## src/rtl/spi_pkg.sv

```systemverilog
// Shared SPI definitions: FSM state encoding, frame size and default timing.
package spi_pkg;

  typedef enum logic [2:0] {
    IDLE,
    SETUP,
    LOW,
    HIGH,
    WAIT_NEXT,
    HOLD,
    GAP
  } spi_state_e;

  localparam int SPI_BITS       = 8;
  localparam int BIT_W          = $clog2(SPI_BITS);
  localparam int CNT_W          = 8;

  localparam int DEF_CLK_DIV    = 8;
  localparam int DEF_CS_SETUP   = 4;
  localparam int DEF_CS_HOLD    = 4;
  localparam int DEF_CS_GAP     = 4;

  // A phase lasting N cycles is loaded with N-1 and ends on the zero count.
  function automatic logic [CNT_W-1:0] cnt_load(input int cycles);
    return CNT_W'(cycles - 1);
  endfunction

endpackage

```

## src/rtl/spi_clk_gen.sv

```systemverilog
// Phase timer: loadable 8-bit down-counter, tick on terminal count while enabled.
// Load takes priority over counting; holds at zero once expired.
module spi_clk_gen
  import spi_pkg::*;
(
  input  logic             system_clk,
  input  logic             system_rst_n,
  input  logic             load_i,
  input  logic [CNT_W-1:0] load_val_i,
  input  logic             en_i,
  output logic             tick_o
);

  logic [CNT_W-1:0] cnt_q;

  always_ff @(posedge system_clk or negedge system_rst_n) begin
    if (!system_rst_n) begin
      cnt_q <= '0;
    end else if (load_i) begin
      cnt_q <= load_val_i;
    end else if (en_i && (cnt_q != '0)) begin
      cnt_q <= cnt_q - 1'b1;
    end
  end

  assign tick_o = en_i && (cnt_q == '0);

endmodule

```

## src/rtl/spi_master.sv

```systemverilog
// Mode-0 SPI master, MSB first; done arrives 1+CS_SETUP+16*CLK_DIV cycles after accept.
// start is only taken in IDLE or WAIT_NEXT; anything else is dropped, never queued.
module spi_master
  import spi_pkg::*;
#(
  parameter int CLK_DIV  = DEF_CLK_DIV,
  parameter int CS_SETUP = DEF_CS_SETUP,
  parameter int CS_HOLD  = DEF_CS_HOLD,
  parameter int CS_GAP   = DEF_CS_GAP
) (
  input  logic                system_clk,
  input  logic                system_rst_n,
  input  logic                start,
  input  logic [SPI_BITS-1:0] tx_data,
  input  logic                keep_cs,
  output logic                busy,
  output logic                done,
  output logic [SPI_BITS-1:0] rx_data,
  output logic                spi_clk,
  output logic                spi_cs,
  output logic                mosi,
  input  logic                miso
);

  if (CLK_DIV < 6 || CLK_DIV > 255 || CS_SETUP < 1 || CS_SETUP > 255 ||
      CS_HOLD < 1 || CS_HOLD > 255 || CS_GAP < 1 || CS_GAP > 255) begin : g_bad_param
    $error("spi_master: timing parameter out of range");
  end

  localparam logic [CNT_W-1:0] DIV_LD   = cnt_load(CLK_DIV);
  localparam logic [CNT_W-1:0] SETUP_LD = cnt_load(CS_SETUP);
  localparam logic [CNT_W-1:0] HOLD_LD  = cnt_load(CS_HOLD);
  localparam logic [CNT_W-1:0] GAP_LD   = cnt_load(CS_GAP);

  spi_state_e            state_q;
  logic [SPI_BITS-2:0]   tx_sh_q;
  logic [SPI_BITS-1:0]   rx_sh_q;
  logic [SPI_BITS-1:0]   rx_data_q;
  logic [BIT_W-1:0]      bit_cnt_q;
  logic                  busy_q;
  logic                  done_q;
  logic                  sclk_q;
  logic                  cs_q;
  logic                  mosi_q;

  logic                  tick;
  logic                  cnt_ld;
  logic                  cnt_en;
  logic [CNT_W-1:0]      cnt_ld_val;
  logic                  last_bit;

  assign last_bit = (bit_cnt_q == BIT_W'(SPI_BITS - 1));

  // Timer reload mirrors the FSM transitions so each new phase starts full.
  always_comb begin
    cnt_ld     = 1'b0;
    cnt_en     = 1'b0;
    cnt_ld_val = DIV_LD;
    case (state_q)
      IDLE: begin
        cnt_ld     = start;
        cnt_ld_val = SETUP_LD;
      end
      SETUP, LOW: begin
        cnt_en = 1'b1;
        cnt_ld = tick;
      end
      HIGH: begin
        cnt_en = 1'b1;
        cnt_ld = tick;
        if (last_bit && !keep_cs) cnt_ld_val = HOLD_LD;
      end
      WAIT_NEXT: begin
        cnt_ld = !done_q && (start || !keep_cs);
        if (!start) cnt_ld_val = HOLD_LD;
      end
      HOLD: begin
        cnt_en     = 1'b1;
        cnt_ld     = tick;
        cnt_ld_val = GAP_LD;
      end
      GAP: cnt_en = 1'b1;
      default: ;
    endcase
  end

  spi_clk_gen u_clk_gen (
    .system_clk   (system_clk),
    .system_rst_n (system_rst_n),
    .load_i       (cnt_ld),
    .load_val_i   (cnt_ld_val),
    .en_i         (cnt_en),
    .tick_o       (tick)
  );

  always_ff @(posedge system_clk or negedge system_rst_n) begin
    if (!system_rst_n) begin
      state_q   <= IDLE;
      tx_sh_q   <= '0;
      rx_sh_q   <= '0;
      rx_data_q <= '0;
      bit_cnt_q <= '0;
      busy_q    <= 1'b0;
      done_q    <= 1'b0;
      sclk_q    <= 1'b0;
      cs_q      <= 1'b1;
      mosi_q    <= 1'b0;
    end else begin
      done_q <= 1'b0;
      case (state_q)
        IDLE: begin
          if (start) begin
            state_q   <= SETUP;
            tx_sh_q   <= tx_data[SPI_BITS-2:0];
            mosi_q    <= tx_data[SPI_BITS-1];
            bit_cnt_q <= '0;
            busy_q    <= 1'b1;
            cs_q      <= 1'b0;
          end
        end
        SETUP: begin
          if (tick) state_q <= LOW;
        end
        LOW: begin
          if (tick) begin
            state_q <= HIGH;
            sclk_q  <= 1'b1;
            rx_sh_q <= {rx_sh_q[SPI_BITS-2:0], miso};
          end
        end
        HIGH: begin
          if (tick) begin
            sclk_q    <= 1'b0;
            bit_cnt_q <= bit_cnt_q + 1'b1;
            if (last_bit) begin
              mosi_q    <= 1'b0;
              done_q    <= 1'b1;
              rx_data_q <= rx_sh_q;
              state_q   <= keep_cs ? WAIT_NEXT : HOLD;
            end else begin
              mosi_q  <= tx_sh_q[SPI_BITS-2];
              tx_sh_q <= {tx_sh_q[SPI_BITS-3:0], 1'b0};
              state_q <= LOW;
            end
          end
        end
        WAIT_NEXT: begin
          // The done cycle itself is not an opportunity to chain the next byte.
          if (!done_q) begin
            if (start) begin
              tx_sh_q <= tx_data[SPI_BITS-2:0];
              mosi_q  <= tx_data[SPI_BITS-1];
              state_q <= LOW;
            end else if (!keep_cs) begin
              state_q <= HOLD;
            end
          end
        end
        HOLD: begin
          if (tick) begin
            cs_q    <= 1'b1;
            state_q <= GAP;
          end
        end
        GAP: begin
          if (tick) begin
            busy_q  <= 1'b0;
            state_q <= IDLE;
          end
        end
        default: state_q <= IDLE;
      endcase
    end
  end

  assign busy    = busy_q;
  assign done    = done_q;
  assign rx_data = rx_data_q;
  assign spi_clk = sclk_q;
  assign spi_cs  = cs_q;
  assign mosi    = mosi_q;

endmodule

```

## config.mk

```make
export PLATFORM = sky130hd
export DESIGN_NAME = spi_master
export DESIGN_NICKNAME = d
export VERILOG_FILES = /design/src/rtl/spi_pkg.sv /design/src/rtl/spi_clk_gen.sv /design/src/rtl/spi_master.sv
export SDC_FILE = /design/constraint.sdc
export NUM_CORES = 1
export LEC_CHECK = 0
export CORE_MARGIN = 2
export CORE_UTILIZATION = 43
export CTS_CLUSTER_DIAMETER = 100
export DETAILED_ROUTE_END_ITERATION = 16
export PLACE_DENSITY_LB_ADDON = 0.05
export SLEW_MARGIN = 20
export SYNTH_ARGS = -nofsm -noshare
export SYNTH_HDL_FRONTEND = slang
export SYNTH_SLANG_ARGS = --single-unit
```

## constraint.sdc

```tcl
create_clock -name system_clk -period 2.2 [get_ports system_clk]
set_clock_uncertainty 0.05 [all_clocks]
set_input_delay 0.33 -clock system_clk [delete_from_list [all_inputs] [get_ports system_clk]]
set_output_delay 0.33 -clock system_clk [all_outputs]
set_load 0.03 [all_outputs]
```

==> run summary, run 1 <==
The worst-skew pair later-pin latency is 0.30 ns. During synthesis, Yosys emitted a total of 0 warnings. The sequential fraction of the synthesis area came out at 47.6%. The number of register bits inferred by synthesis came out at 42.

The H-tree was split into 2 levels. The effective utilization at floorplan is 43.8%. The worst setup path is of the reg -> reg kind. The overall track demand over capacity in global routing is 18.3%. Summing every instance area after synthesis gives 0.00221 mm². The fmax is 472 MHz. The share of the clock period used by the worst path came out at 96.3%. Relative to the synthesized area, the layout overhead comes to 24.3%.

For this run, the share of the core covered by cells in the final layout is 54.5%. The sequential cell area in the final layout came out at 0.00105 mm². The final-report hold violation count came out at 0. The clock sink count is 42.

In the synthesized netlist the async set-or-reset flop fraction comes to 100%. The mean number of vias per cell is 5.32. The fraction of final layout cells with drive strength greater than 1 came out at 26.9%. The path class of the tightest hold or removal check is reg -> reg. The final hold slack is 0.456 ns. The shortest clock period the worst path allows after layout is 2.12 ns. In this run, synthesis inferred 0 flip-flops with an integrated enable. Fill cells in the final layout number 474. The quantity of I/O buffers inserted on ports came out at 25. Setup repair after global routing could not meet its margin everywhere. The clock tree from TritonCTS is built. The number of cells in the finished layout apart from fillers is 315. The main flop type after synthesis is dfrtp_1. The total area of multi-input combinational cells came out at 0.00109 mm².

Dividing the synthesized area by the synthesized cell count gives 10.8 µm². The core region is 0.00504 mm². The maximum buffer depth of the clock tree came out at 2. The final weighted congestion in routability-driven placement is 0.853.

The largest stage delay on the critical path is 0.50 ns. The cell area reported after detailed placement is 0.00259 mm². Traced cell by cell, the critical path runs through inv_1, ha_1, or3b_2, or3_1, a21oi_4, mux2i_1. In this run the clock root is driven by a clkbuf_8. The tool flagged a number of max-cap violations equal to 0. The most frequent standard cell in the layout excluding fill and tap cells is dfrtp_1. The die covers 0.00573 mm². Measured against its own limit, the worst slew margin works out to 66.5%. The detailed-route DRC error count came out at 0. The wire length of the first global-routing pass came out at 7780 µm.

The leakage power figure came out at 1.26 nW. The floorplan step set the die width to 75.7 µm. The post-layout instance area came out at 0.00275 mm². The antenna cell count is 0.

The pin count of the biggest net entering global routing is 24. The wire length reported by the detailed router came out at 4800 µm. The flow ran to the end, and the final reports show no timing, DRC or antenna violations. The share of synthesized area in the top cell type comes to 46.4%. The detail route stage leaves a number of antenna-violating nets equal to 0. Pin placement for this block handled 26 I/O pins. The worst setup path is captured at a flip-flop. Dividing the detail-routed wire length by the instance count gives 15.2 µm. The arrival time reported for the critical path endpoint came out at 2.29 ns. The number of DRC markers after the initial detailed-route iteration came out at 117. After clock tree synthesis, the clock-pin slew on the worst setup and hold paths is 0.08 ns. The number of nets in the synthesized netlist came out at 221.

The slowest stage of the critical path belongs to the cell or3b_2. The library cell occupying the most area in the post-synthesis netlist is dfrtp_1. The row count is 26. In the layout the commonest cells are dfrtp_1 (41), nand2_1 (27), clkdlybuf4s50_1 (24), buf_4 (16), mux2_2 (15). The count of final setup violators is 0. The worst voltage drop across the vdd grid came out at 0.000395 V. The final layout net count is 261. The placed cell count is 304. STA classifies the critical path startpoint as a flip-flop. After synthesis, the cell types taking the most area are dfrtp_1 (46%), mux2_2 (7.6%), mux2_4 (5.4%). The total number of vias came out at 1677. The number of distinct standard cells referenced by the synthesized netlist is 52. The final-report max-slew violation count came out at 0. The number of antenna violations at the first check in global routing was 0. The ratio of total power to cell area came out at 521 mW/mm².

The cell count after synthesis is 204. Summed over all nets, the half-perimeter wirelength after detailed placement is 3390 µm. The largest driver fanout on the critical path came out at 3. The post-route setup TNS is 0 ns.

The slew at the pin with the worst max-slew slack came out at 0.490 ns. The die height is 75.7 µm. The first detailed-routing pass ran for 4 iterations. The via count of the first global-routing pass came out at 1632.

The number of buffers created by CTS is 5. STA puts the critical path data required time at 2.37 ns. The total congestion overflow came out at 0.
[metrics by stage]
stage / power (mW) / setup WS [ns]
floorplan: 0.797 / 0.105
global placement: 0.840 / -0.198
detailed placement: 0.842 / -0.269
CTS: 1.45 / 0.0349
global route: 1.48 / -0.00683
finish: 1.43 / 0.0811
[flip-flops by register name, summed over array words and instances, names as in the netlist]
name,cells
rx_sh_q,8
bit_cnt_q,3
done,1
tx_sh_q,7
mosi,1
rx_data,8
state_q,3
busy,1
u_clk_gen.cnt_q,8
spi_cs,1
spi_clk,1
[synth_stat cells, drive strengths merged, types with 2 or more instances]
cell type / n
nand4: 4
nand2: 28
xnor2: 3
o21ai: 5
buf: 4
or3b: 2
nand3b: 3
o22a: 2
inv: 8
nand2b: 4
mux2: 23
nand3: 3
or3: 4
dfrtp: 41
nor4: 2
or2: 3
a31oi: 4
clkbuf: 4
nor3: 6
a211oi: 2
mux2i: 4
a21oi: 11
ha: 4
nor2: 10
[worst max-delay path: cells and delay by family (launching register included)]
family | cells | cell delay, ns
adder cells (fa/ha/maj) | 1 | 0.18
multiplexers | 1 | 0.20
buffers and inverters | 1 | 0.09
AND/OR/NAND/NOR | 2 | 0.92
flip-flops | 1 | 0.39
AO/OA/AOI/OAI | 1 | 0.22
[final cells by class]
type / instances / share of cell area [%]
Tap cell: 70 / 3.19
Timing Repair Buffer: 42 / 13.7
Clock buffer: 5 / 2.50
Clock inverter: 3 / 1.46
Multi-Input combinational cell: 145 / 39.8
Sequential cell: 42 / 38.3
Inverter: 8 / 1.09
[kinds of logic (layout without fill, tap and decap cells)]
group	Yosys count	after routing	share of synthesized area, %
AO/OA/AOI/OAI	36	36	11.0
XOR/XNOR	3	3	1.19
adder cells (fa/ha/maj)	4	4	2.27
buffers and inverters	17	58	3.91
flip-flops	42	42	47.6
multiplexers	27	27	14.9
AND/OR/NAND/NOR	75	75	19.1
[timing repair]
item / 4_1_cts / 5_1_grt
hold buffers: 1 / 0
buffers inserted: 0 / 2
gates resized for setup: 2 / 3
cloned: 0 / 0
setup endpoints to repair: 13 / 24
pin swaps: 0 / 2
endpoints found under the hold margin: 20 / 0
[report_power, final]
| part | internal, mW | leakage, nW | total, mW | switching, mW |
|---|---|---|---|---|
| registers | 0.773 | 0.522 | 0.774 | 0.00129 |
| logic | 0.0279 | 0.682 | 0.0519 | 0.0241 |
| clock network | 0.334 | 0.0579 | 0.606 | 0.272 |
[path summary, 6_finish.rpt]
kind | start | endpoint | slack, ns | depth (start not counted)
max in group asynchronous | system_rst_n | rx_data[1] | 1.06 | 3
min | bit_cnt_q[0] | bit_cnt_q[0] | 0.46 | 1
min in group asynchronous | system_rst_n | u_clk_gen.cnt_q[4] | 0.48 | 2
min reg2reg | bit_cnt_q[0] | bit_cnt_q[0] | 0.46 | 1
max | u_clk_gen.cnt_q[1] | bit_cnt_q[1] | 0.08 | 6
max reg2reg | u_clk_gen.cnt_q[1] | bit_cnt_q[1] | 0.08 | 6
[per-layer routing]
layer	track usage [%]	up-vias	share of wire, %
li1	-	815	-
met1	23.9	817	46
met2	29.4	36	48
met3	4.50	9	3.9
met4	7.02	0	1.6
met5	0	-	0
No activity file was read; power rests on OpenSTA's default activity.
==> run 2: changes to the inputs <==
--- a/config.mk
+++ b/config.mk
@@ -10,7 +10,6 @@
 export CTS_CLUSTER_DIAMETER = 100
 export DETAILED_ROUTE_END_ITERATION = 16
 export PLACE_DENSITY_LB_ADDON = 0.05
-export SLEW_MARGIN = 20
 export SYNTH_ARGS = -nofsm -noshare
 export SYNTH_HDL_FRONTEND = slang
 export SYNTH_SLANG_ARGS = --single-unit
==> results of run 2 <==
No change in the layout: final DEF, timing and power equal those of run 1.
==> run 3: changes to the inputs <==
==> constraint.sdc (replaced) <==
create_clock -name system_clk -period 2.1 [get_ports system_clk]
set_clock_uncertainty 0.05 [all_clocks]
set_input_delay 0.315 -clock system_clk [delete_from_list [all_inputs] [get_ports system_clk]]
set_output_delay 0.315 -clock system_clk [all_outputs]
set_load 0.03 [all_outputs]
==> run 3 against run 2 <==
  * Global-route usage rose by 0.47 points
  * First-iteration DRC count fell by 32%
  * Fmax increased by 4.0%
  * Non-clock buffer count grew 7
  * Clock-buffer cell count grew 1
  * Clock power up 7.4%
  * Critical path depth up 1
  * Sequential share of layout area decreased by 0.99 points
  * Via count up 3.3%
  * Sequential cell count unchanged
  * Core utilization increased by 1.4 points
  * Cell count grew 2.2%
==> run summary, run 3 (synthesis gave the netlist of run 1 again) <==
Setup repair after global routing left no endpoint under its margin. The required time of the critical path is 2.23 ns. The final core utilization is 55.9%. The worst-case IR drop observed on VDD is 0.000335 V. The die height is 75.7 µm. Net switching is 21.3% of the power. CTS placed an instance of clkbuf_8 at the clock tree root.

The number of antenna diodes in the final layout is 0. The largest stage delay on the critical path came out at 0.39 ns. The fraction of power consumed by the clock network came out at 43.0%.

Global routing used 18.7% of the available tracks across all layers. Summing all placed instances gives a cell area of 0.00264 mm². The number of antenna violations at the first check in global routing came out at 0. The final-report hold violation count is 0. Entering global routing, the biggest net connects 43 pins.

Max-cap violations in this run came to 0. In the routed layout, each cell is associated on average with a via count of 5.38. The flow ran to the end, and the final reports show no timing, DRC or antenna violations. The via count of the first global-routing pass is 1707.

The switching power of the nets came out at 0.322 mW. The shortest clock period the worst path allows after layout is 2.04 ns. Leaving out filler cells and counting taps, the final layout contains 322. The share of the clock period used by the worst path is 97.0%. The library cells used most frequently in the layout, excluding fill and tap cells, are dfrtp_1 (41), nand2_1 (27), clkdlybuf4s50_1 (24), buf_4 (24), mux2_2 (15).

The count of nets left with antenna violations once routing finished came out at 0. The worst-skew pair later-pin latency came out at 0.29 ns. The total die area came out at 0.00573 mm². Dividing the detail-routed wire length by the instance count gives 15.4 µm. The final layout net count came out at 268. The fraction of final layout cells with drive strength greater than 1 came out at 29.4%.

For this design the ratio of total power to cell area is 537 mW/mm². The clock sink count is 42. The area inside the core boundary is 0.00504 mm². The fmax is 491 MHz. The die width is 75.7 µm.

STA puts the critical path data arrival time at 2.17 ns. The sequential share of power came out at 53.6%. After clock tree synthesis, the clock-pin slew on the worst setup and hold paths is 0.09 ns.

The worst slew margin relative to its limit is 63.8%. The detailed-route DRC error count is 0. The slew at the pin with the worst max-slew slack is 0.544 ns. The post-DP HPWL came out at 3430 µm.

By startpoint and endpoint, the worst setup path is classified as reg -> reg. The library cell used most frequently in the layout, excluding fill and tap cells, is dfrtp_1. The hold-fix buffer count after cts came out at 0. The detailed-routing iteration count for the pre-antenna-repair pass came out at 4.

After filler insertion, the fill cell instance count of the layout stands at 442. STA classifies the critical path endpoint as a flip-flop. The cell with the largest stage delay on the worst path is dfrtp_1. The number of H-tree levels came out at 2.

The analysis attributes to cell leakage a power of 1.31 nW. The final weighted congestion in routability-driven placement is 0.848. The tightest min-delay check is of the in -> async type. The clock tree from TritonCTS is built. Summing all non-filler instances in the final layout gives an area of 0.00282 mm².

Adding up every negative setup slack in the final design gives 0 ns. The overall power consumption came out at 1.51 mW. The wire length reported by the detailed router came out at 4950 µm. The number of primary I/O pins came out at 26. The wire length of the first global-routing pass came out at 8130 µm. The quantity of I/O buffers inserted on ports is 25. The internal portion of the total power is 1.19 mW. The total congestion overflow came out at 0. Setup violations remaining at the end of the flow were counted as 0.

The number of buffers created by CTS came out at 5. The combinational fraction of design power came out at 3.4%. The number of DRC markers after the initial detailed-route iteration is 80.

Along the worst path, the maximum fanout reaches 9. Summing all multi-input logic gate instances after layout gives 0.00111 mm². The area growth from synthesis to layout is 27.6%. The row count came out at 26.

The maximum buffer depth of the clock tree is 2. The critical path goes through inv_1, ha_4, nor3b_4, nand2_4, or3_1, buf_4, mux2_4. The kind of launch point of the worst setup path is a flip-flop.

The placed cell count is 311. Summing all flip-flop and latch instances after layout gives 0.00105 mm². The total number of vias is 1732. The effective utilization at floorplan came out at 43.8%. The final-report max-slew violation count came out at 0.
## run 3: through the flow
stage,hold WS (ns),setup WS (ns)
3_3_place_gp,0.356,-0.272
2_1_floorplan,-0.0306,0.00520
5_1_grt,0.0763,0.00363
3_5_place_dp,0.372,-0.293
6_report,0.0190,0.0624
4_1_cts,0.0451,0.0109
## run 3: path summary, 6_finish.rpt
kind                                      end  slack [ns]  cells after the start          startpoint
setup / recovery                   rx_sh_q[7]        0.06                      7  u_clk_gen.cnt_q[1]
hold / removal             u_clk_gen.cnt_q[0]        0.02                      2        system_rst_n
setup reg to reg                   rx_sh_q[7]        0.06                      7  u_clk_gen.cnt_q[1]
hold reg to reg                  bit_cnt_q[0]        0.44                      1        bit_cnt_q[0]
max in group asynchronous             spi_clk        1.58                      2        system_rst_n
min in group system_clk          bit_cnt_q[0]        0.44                      1        bit_cnt_q[0]
## run 3: repair_timing
| item | in CTS | in global routing |
|---|---|---|
| endpoints found under the hold margin | 0 | 0 |
| resized for setup | 7 | 2 |
| endpoints found under the setup margin | 24 | 15 |
| pin swaps | 3 | 1 |
| buffers inserted | 1 | 2 |
## run 3: routing by layer
metal	wire length (µm)	track usage (%)	vias up	share of wire, %
li1	-	-	823	-
met1	2250	24.9	861	46
met2	2410	30.0	40	49
met3	208	4.76	8	4.2
met4	74	6.43	0	1.5
met5	0	0	-	0
## run 3: critical path, delay by kind of cell, from the launching register on
kind / cells / cell delay, ns
muxes: 1 / 0.31
buffers and inverters: 2 / 0.32
DFF: 1 / 0.39
and+or+nand+nor: 3 / 0.66
adders and majority gates: 1 / 0.17
## run 3: final cells by class
type                            count  area share, %
Clock buffer                        6           2.57
Clock inverter                      2           1.33
Inverter                            8           1.06
Multi-Input combinational cell    145           39.5
Sequential cell                    42           37.3
Tap cell                           70           3.11
Timing Repair Buffer               49           15.1
## run 3: power by group through the flow
stage          Combinational, mW  Sequential [mW]  Clock [mW]
2_1_floorplan            0.00560            0.829           0
3_3_place_gp              0.0517            0.827           0
3_5_place_dp              0.0526            0.827           0
4_1_cts                   0.0528            0.811       0.666
5_1_grt                   0.0574            0.812       0.701
6_report                  0.0514            0.811       0.651
